## src/rtl/tbb1143_bus_pkg.sv

```systemverilog
// Shared types for the TBB1143 register-bus write sequencer.
// Covers FSM and sub-phase encodings, the queued write request and the nibble width.
package tbb1143_bus_pkg;

    localparam int NIB_W = 4;

    typedef enum logic [1:0] {
        IDLE = 2'd0,
        ADDR = 2'd1,
        DLO  = 2'd2,
        DHI  = 2'd3
    } fsm_t;

    typedef enum logic [1:0] {
        SETUP  = 2'd0,
        STROBE = 2'd1,
        HOLD   = 2'd2
    } subph_t;

    typedef struct packed {
        logic [3:0] addr;
        logic [7:0] data;
    } wreq_t;

    function automatic int max3(input int a, input int b, input int c);
        int m;
        m = (a > b) ? a : b;
        return (m > c) ? m : c;
    endfunction

endpackage

```

## src/rtl/tbb1143_wr_fifo.sv

```systemverilog
// Small power-of-two FIFO of pending register writes.
// Pointers wrap naturally; the count carries one extra bit so that full and empty stay distinct.
module tbb1143_wr_fifo
    import tbb1143_bus_pkg::*;
#(
    parameter  int DEPTH = 4,
    localparam int AW    = (DEPTH > 1) ? $clog2(DEPTH) : 1,
    localparam int CW    = $clog2(DEPTH) + 1
) (
    input  logic          CLK,
    input  logic          RST,
    input  logic          push,
    input  logic          pop,
    input  wreq_t         din,
    output wreq_t         dout,
    output logic          full,
    output logic          empty,
    output logic [CW-1:0] count
);

    wreq_t         mem [DEPTH];
    logic [AW-1:0] wr_ptr;
    logic [AW-1:0] rd_ptr;
    logic          do_push;
    logic          do_pop;

    assign full    = (count == CW'(DEPTH));
    assign empty   = (count == '0);
    assign do_push = push && !full;
    assign do_pop  = pop && !empty;
    assign dout    = mem[rd_ptr];

    // Storage is data only and carries no reset.
    always_ff @(posedge CLK) begin
        if (do_push) begin
            mem[wr_ptr] <= din;
        end
    end

    always_ff @(posedge CLK or negedge RST) begin
        if (!RST) begin
            wr_ptr <= '0;
            rd_ptr <= '0;
            count  <= '0;
        end else begin
            if (do_push) begin
                wr_ptr <= wr_ptr + AW'(1);
            end
            if (do_pop) begin
                rd_ptr <= rd_ptr + AW'(1);
            end
            count <= count + CW'(do_push) - CW'(do_pop);
        end
    end

endmodule

```

## src/rtl/tbb1143_write_sequencer.sv

```systemverilog
// Round-robin arbitration of two register-write requesters into a FIFO.
// Each entry is serialised as address, low and high data nibbles onto the TBB1143 4-bit bus.
module tbb1143_write_sequencer
    import tbb1143_bus_pkg::*;
#(
    parameter int DEPTH      = 4,
    parameter int SETUP_CYC  = 1,
    parameter int STROBE_CYC = 2,
    parameter int HOLD_CYC   = 1
) (
    input  logic             CLK,
    input  logic             RST,
    input  logic             A_VALID,
    input  logic [3:0]       A_ADDR,
    input  logic [7:0]       A_DATA,
    output logic             A_READY,
    input  logic             B_VALID,
    input  logic [3:0]       B_ADDR,
    input  logic [7:0]       B_DATA,
    output logic             B_READY,
    output logic [NIB_W-1:0] BUS_D,
    output logic             BUS_A0,
    output logic             BUS_WR,
    output logic             BUSY
);

    localparam int CW    = $clog2(DEPTH) + 1;
    localparam int MAXPH = max3(SETUP_CYC, STROBE_CYC, HOLD_CYC);
    localparam int PW    = (MAXPH > 1) ? $clog2(MAXPH) : 1;

    fsm_t             state;
    fsm_t             state_n;
    subph_t           subph;
    subph_t           subph_n;
    logic [PW-1:0]    ph_cnt;
    logic [PW-1:0]    ph_cnt_n;
    logic             rr_b;
    logic             a_grant;
    logic             b_grant;
    logic             fifo_push;
    logic             fifo_pop;
    logic             fifo_full;
    logic             fifo_empty;
    logic [CW-1:0]    fifo_count;
    wreq_t            push_req;
    wreq_t            head_req;
    wreq_t            shadow_p0;
    wreq_t            shadow_n;
    logic [NIB_W-1:0] bus_d_n;
    logic             bus_a0_n;
    logic             bus_wr_n;

    function automatic logic [PW-1:0] ph_last(input subph_t s);
        case (s)
            SETUP:   return PW'(SETUP_CYC - 1);
            STROBE:  return PW'(STROBE_CYC - 1);
            default: return PW'(HOLD_CYC - 1);
        endcase
    endfunction

    // Space is judged on the registered count, so a same-cycle pop never makes room.
    assign a_grant   = RST && !fifo_full && A_VALID && (!B_VALID || !rr_b);
    assign b_grant   = RST && !fifo_full && B_VALID && (!A_VALID || rr_b);
    assign A_READY   = a_grant;
    assign B_READY   = b_grant;
    assign fifo_push = a_grant || b_grant;
    assign BUSY      = (fifo_count != '0) || (state != IDLE);

    always_comb begin
        push_req = '0;
        if (a_grant) begin
            push_req.addr = A_ADDR;
            push_req.data = A_DATA;
        end else begin
            push_req.addr = B_ADDR;
            push_req.data = B_DATA;
        end
    end

    tbb1143_wr_fifo #(
        .DEPTH (DEPTH)
    ) u_fifo (
        .CLK   (CLK),
        .RST   (RST),
        .push  (fifo_push),
        .pop   (fifo_pop),
        .din   (push_req),
        .dout  (head_req),
        .full  (fifo_full),
        .empty (fifo_empty),
        .count (fifo_count)
    );

    // Next state: nibble phase walks SETUP -> STROBE -> HOLD, then the next nibble.
    always_comb begin
        state_n  = state;
        subph_n  = subph;
        ph_cnt_n = ph_cnt;
        fifo_pop = 1'b0;
        case (state)
            IDLE: begin
                if (!fifo_empty) begin
                    fifo_pop = 1'b1;
                    state_n  = ADDR;
                    subph_n  = SETUP;
                    ph_cnt_n = '0;
                end
            end
            default: begin
                if (ph_cnt == ph_last(subph)) begin
                    ph_cnt_n = '0;
                    case (subph)
                        SETUP:  subph_n = STROBE;
                        STROBE: subph_n = HOLD;
                        default: begin
                            subph_n = SETUP;
                            case (state)
                                ADDR: state_n = DLO;
                                DLO:  state_n = DHI;
                                default: begin
                                    // Chain straight into the next write when one is waiting.
                                    if (!fifo_empty) begin
                                        fifo_pop = 1'b1;
                                        state_n  = ADDR;
                                    end else begin
                                        state_n = IDLE;
                                    end
                                end
                            endcase
                        end
                    endcase
                end else begin
                    ph_cnt_n = ph_cnt + PW'(1);
                end
            end
        endcase
    end

    // Bus pins are registered from the next state so WR can never glitch.
    always_comb begin
        shadow_n = fifo_pop ? head_req : shadow_p0;
        bus_d_n  = BUS_D;
        bus_a0_n = BUS_A0;
        bus_wr_n = 1'b0;
        case (state_n)
            ADDR: begin
                bus_a0_n = 1'b1;
                bus_d_n  = shadow_n.addr;
            end
            DLO: begin
                bus_a0_n = 1'b0;
                bus_d_n  = shadow_n.data[3:0];
            end
            DHI: begin
                bus_a0_n = 1'b0;
                bus_d_n  = shadow_n.data[7:4];
            end
            default: begin
                bus_a0_n = BUS_A0;
                bus_d_n  = BUS_D;
            end
        endcase
        if (state_n != IDLE) begin
            bus_wr_n = (subph_n == STROBE);
        end
    end

    always_ff @(posedge CLK) begin
        shadow_p0 <= shadow_n;
    end

    always_ff @(posedge CLK or negedge RST) begin
        if (!RST) begin
            state  <= IDLE;
            subph  <= SETUP;
            ph_cnt <= '0;
            rr_b   <= 1'b0;
            BUS_D  <= '0;
            BUS_A0 <= 1'b0;
            BUS_WR <= 1'b0;
        end else begin
            state  <= state_n;
            subph  <= subph_n;
            ph_cnt <= ph_cnt_n;
            if (fifo_push) begin
                rr_b <= a_grant;
            end
            BUS_D  <= bus_d_n;
            BUS_A0 <= bus_a0_n;
            BUS_WR <= bus_wr_n;
        end
    end

endmodule

```

## config.mk

```make
export PLATFORM = sky130hd
export DESIGN_NAME = tbb1143_write_sequencer
export DESIGN_NICKNAME = d
export VERILOG_FILES = /design/src/rtl/tbb1143_bus_pkg.sv /design/src/rtl/tbb1143_wr_fifo.sv /design/src/rtl/tbb1143_write_sequencer.sv
export SDC_FILE = /design/constraint.sdc
export NUM_CORES = 1
export LEC_CHECK = 0
export ABC_AREA = 0
export BUFFER_PORTS_ARGS = -buffer_cell sky130_fd_sc_hd__buf_2
export CAP_MARGIN = 20
export CORE_ASPECT_RATIO = 1.1
export CORE_MARGIN = 2
export CORE_UTILIZATION = 45
export DETAILED_ROUTE_END_ITERATION = 12
export PLACE_DENSITY_LB_ADDON = 0.3
export SLEW_MARGIN = 20
export SYNTH_ARGS = -nofsm -noshare
export SYNTH_HDL_FRONTEND = slang
export SYNTH_SLANG_ARGS = --single-unit
export TNS_END_PERCENT = 5
```

## constraint.sdc

```tcl
create_clock -name CLK -period 3.59 [get_ports CLK]
set_input_delay 1.077 -clock CLK [delete_from_list [all_inputs] [get_ports CLK]]
set_output_delay 1.077 -clock CLK [all_outputs]
set_load 0.01 [all_outputs]
```

-- Word level (Yosys, flattened, before mapping)
Memory sizes are Yosys's and may differ from the RTL's.
Cells that the tools add are included.
- add/sub/neg operators: 5
- magnitude comparators: 0
- shift operators: 0
- muxes and demuxes: 27
- multiply operators: 0
- reductions and logical operators: 27
- equal/unequal tests: 10
- divide/modulo/power cells: 0
- bitwise gates (word level): 0
- operators by type and width (cell ; number):
    2-to-1 mux 12 bit ; 2
    2-to-1 mux 1 bit ; 14
    2-to-1 mux 2 bit ; 7
    case mux 4 bit (3 select lines) ; 1
    equality test 2 x 1 -> 1 bit, second input constant ; 4
    case mux 2 bit (2 select lines) ; 2
    logical AND 1 bit ; 7
    equality test 2 bit, second input constant ; 3
    nonzero test 2 bit ; 3
    nonzero test 3 bit ; 2
    OR reduction 2 bit ; 3
    logical NOT 1 bit ; 5
    adder 2 x 1 -> 2 bit, second input constant ; 2
    logical NOT 2 bit ; 2
    logical OR 1 bit ; 4
    adder 3 x 1 -> 3 bit ; 1
    equality test 3 bit, second input constant ; 1
    logical NOT 3 bit ; 1
    subtractor 3 x 1 -> 3 bit ; 1
    != test 2 bit, second input constant ; 1
    case mux 1 bit (2 select lines) ; 1
    adder 1 bit, second input constant ; 1
    equality test 1 bit ; 1
- RAM bits: 48
- latch bits: 0
- bits in read-only memories: 0
- memories: 1
- bits in registers: 31
- output and inout bits: 9
- memories (name ; words ; width ; rd ports ; clocked after Yosys merged registers in ; write ports ; line ; source):
    u_fifo.mem ; 4 ; 12 ; 1 ; 0 ; 1 ; tbb1143_wr_fifo.sv:21 ; wreq_t mem [DEPTH];

-- Longest topological paths before layout
- depth in word-level cells: 9
- depth in mapped cells: 13

-- Modules after synthesis
Synthesis repeated with hierarchy kept, for this count alone.
- cells, all modules: 209
- area total of the unflattened synthesis: 3519.6 sq um
- modules (own cells, without submodules) (module ; cells each ; times used ; area each (sq um) ; sequential area each (sq um)):
    tbb1143_wr_fifo ; 104 ; 1 ; 2232.1 ; 1616.6
    tbb1143_write_sequencer ; 105 ; 1 ; 1287.5 ; 540.5

-- Worst setup path before layout
Ideal clock, no wire load.
- kind: input to output
- from: input port RST
- to: output port A_READY
- data arrival time: 1.830 ns
- path buffers: 1
- stages on the path: 5
- setup slack: 0.683 ns
- cell sequence: a21boi_1 -> nand2_1 -> a21o_1 -> buf_2 -> inv_1
- longest elaborated chain between the ends: 3
- RTL lines (item ; line ; source):
    start, declared ; tbb1143_write_sequencer.sv:12 ; input logic RST,
    logical AND 1 bit (3 in series) ; tbb1143_write_sequencer.sv:62 ; assign a_grant = RST && !fifo_full && A_VALID && (!B_VALID || !rr_b);
    end, declared ; tbb1143_write_sequencer.sv:16 ; output logic A_READY,
Every way passes these cells.

-- Final worst setup path
Same ends and word-level chain as after synthesis.

==> results by group <==
Outcome
  – Status: finished clean

Detailed routing
  – WL final: 5.52 mm
  – Vias after detailed routing: 1,788
  – DR iter-0 viols: 50
  – WL/cell: 16.2 um
  – Drt first pass iters: 4
  – DRC Markers: 0
  – DR vias/cell: 5.24
  – Final antenna-violating net count: 0

Critical path
  – Critical Path End Type: primary output
  – Critical path required time: 2.51 ns
  – R2R Setup Slk: 1.00 ns
  – Slowest-stage cell, CP: a21boi_1
  – R2r worst-path depth: 12
  – CP most frequent cell: buf_2
  – CP cell instances: buf_2 > a21boi_1 > nand2_1 > a21o_1 > inv_1 > buf_2
  – Crit-path leading delay family: compound AO/OA/AOI/OAI gates
  – Critical path arrival: 1.93 ns
  – Critical path launch point type: primary input
  – Critical path class: primary input to primary output
  – Crit Path Max Fanout: 3
  – Worst R2R End: u_fifo.count[2]
  – Critical path buffers and inverters: 3
  – RR Startpoint: subph[1]
  – Worst path max stage delay: 0.26 ns

Power and ir drop
  – Power per cell area: 862 nW/um^2
  – Clock power frac: 20.9%
  – Seq pwr share: 43.5%
  – Post-route total power: 0.00333 W
  – Leak: 1.60 nW
  – Maximum vdd drop: 0.378 mV
  – NetSw: 0.00109 W
  – Sw frac: 32.9%
  – Combinational power share: 35.7%
  – Int Pwr: 0.00224 W

Layout
  – Diode count: 0
  – Proportion of layout cells with a drive suffix above 1: 35.4%
  – Final nets: 287
  – P&R area growth vs syn: 13.1%
  – Fin cells: 341

Placed design
  – Placer Congestion: 0.668
  – HPWL after detailed placement: 3.70 mm
  – Port Buffers: 36
  – Cell Count Post-Placement: 325

Clock tree
  – Clk Latency, worst-skew pair: 0.36 ns
  – TritonCTS clock tree: built
  – Hold Buf Count CTS: 0
  – Root Driver: clkbuf_8
  – CTS resizes: 0
  – Total setup buffers inserted after CTS: 0
  – CTS clk-pin slew, worst paths: 0.08 ns
  – Clock tree buffer depth: 2
  – Clock sinks: 79
  – Cts bufs inserted: 9
  – H-tree depth: 3

Hold path
  – Hold WC Path Type: flop to flop
  – Hold endpoint: shadow_p0[7]
  – Hold path cells: 1
  – Min-delay src: shadow_p0[7]

GRT
  – Global-route wire length before repair: 9.21 mm
  – Vias in the first global route: 1,829
  – Busiest grt layer: met2
  – GRT Util Overall: 15.2%
  – Antenna violations before repair: 0
  – Grt met3 use: 4.50%
  – Total gr overflow: 0
  – Met2 Use GR: 24.0%
  – Largest net degree at the start of global routing: 20
  – Met1 Resource Use GR: 19.2%

Synthesis
  – Mapped Cells: 204
  – Top cells by area, synth: edfxtp_1 42%, dfrtp_1 14%, dfxtp_1 7.0%, mux2_2 5.3%, mux4_2 5.3%
  – Synth area leader: edfxtp_1
  – Yosys cell types: 36
  – Synth warn: 0
  – Syn Std Cell Area: 3420 sq um
  – Post-synth top area share: 42.2%
  – Net Count, Synth: 242
  – Flops & latches, synth: 79
  – Seq/Total Area, Yosys: 63.1%
  – Avg Synthesized Cell Area: 16.8 sq um

Run
  – Max-cap violation count: 0

Timing
  – Setup violators final: 0
  – Setup TNS: 0 ns
  – Worst Skew: 0.0108 ns
  – Min Hold Slack: 0.479 ns
  – Minimum period implied by the final worst setup slack: 3.01 ns
  – F_max: 333 MHz
  – Final period util: 83.7%
  – Final count of hold timing violations: 0
  – Slew Viols, Final: 0
  – Least-Margin Pin Slew: 0.794 ns
  – Relative slew slack: 47.1%
  – RSZ-0062 raised after global routing: false

Floorplanning
  – Row Count: 33
  – Die footprint: 8310 sq um
  – Core area: 7430 sq um
  – Chip width: 87.1 um
  – Starting density of the core: 46.0%
  – Die height: 95.4 um
  – Top Ports: 37
## sequential cells by signal, summed over array words and instances (netlist names)
signal         flops
u_fifo.mem        48
shadow_p0         12
BUS_D              4
u_fifo.count       3
state              2
subph              2
u_fifo.rd_ptr      2
u_fifo.wr_ptr      2
BUS_A0             1
BUS_WR             1
ph_cnt             1
rr_b               1
## cell usage after synthesis
cell	count
mux2_4	8
inv_1	14
ha_1	9
o21ai_2	1
a21boi_1	1
buf_6	2
o2bb2ai_1	1
o21ai_0	4
o2111ai_1	1
buf_12	2
nand3b_1	1
nand3_1	3
mux2i_1	13
or3_1	1
o21a_1	1
mux4_2	8
and3b_1	1
and2_1	4
nor2_1	2
a21o_1	1
nand2_1	9
mux4_1	4
nor2b_1	2
mux2_2	16
fa_1	1
dlymetal6s2s_1	1
dfxtp_1	12
a21oi_1	4
clkinv_1	1
dfrtp_1	19
xnor2_1	5
a32o_1	1
nor3_2	1
a211oi_1	1
edfxtp_1	48
buf_2	1
## placed cells by master, fill, tap and decap left out, types with 5 or more instances in the layout
| cell | instances |
|---|---|
| dfxtp_1 | 12 |
| inv_1 | 14 |
| mux4_2 | 8 |
| clkbuf_8 | 9 |
| mux2i_1 | 13 |
| dfrtp_1 | 19 |
| mux2_4 | 8 |
| mux2_2 | 16 |
| edfxtp_1 | 48 |
| ha_1 | 9 |
| nand2_1 | 9 |
| buf_2 | 36 |
| xnor2_1 | 5 |
## power groups by stage
stage                     logic (W)  clock network, W  registers (W)
after floorplan             0.00105                 0        0.00139
after global placement      0.00117                 0        0.00146
after detailed placement    0.00120                 0        0.00147
after CTS                   0.00121          0.000715        0.00146
after global routing        0.00132          0.000753        0.00148
final                       0.00119          0.000695        0.00145
## metal layers
| metal | wire [um] | share of wire (%) |
|---|---|---|
| met4 | 128 | 2.3 |
| met1 | 2510 | 46 |
| met5 | 0 | 0 |
| met3 | 209 | 3.8 |
| met2 | 2670 | 48 |
## layout make-up
cell class | count | area [sq um]
fill | 635 | 3570
sequential | 79 | 2160
multi-input combinational | 104 | 1120
timing repair buffer | 40 | 210
clock buffer | 9 | 124
tap | 87 | 109
clock inverter | 7 | 83.8
inverter | 15 | 56.3
## through the flow
step                utilization (%)  worst slack (ns)  area [sq um]
floorplan                         -             0.683          3420
global placement               49.2             0.609          3660
detailed placement             49.2             0.584          3660
CTS                            52.0             0.574          3860
global route                   52.0             0.508          3860
finish                         52.0             0.584          3860
## how the worst max path moves through the flow
stage          from      end  slack [ns]  cells after the start
2_1_floorplan   RST  A_READY        0.68                      5
3_3_place_gp    RST  A_READY        0.61                      6
3_5_place_dp    RST  A_READY        0.58                      6
4_1_cts         RST  A_READY        0.57                      6
5_1_grt         RST  A_READY        0.51                      6
6_report        RST  A_READY        0.58                      6
## kinds of logic after synthesis
family          synth area share [%]
mux                             20.9
buf+inv                         3.99
fa+ha+maj                       3.88
simple gates                    3.70
compound gates                  3.11
xor+xnor                        1.28
flops                           63.1
(Power assumes the default switching activity.)
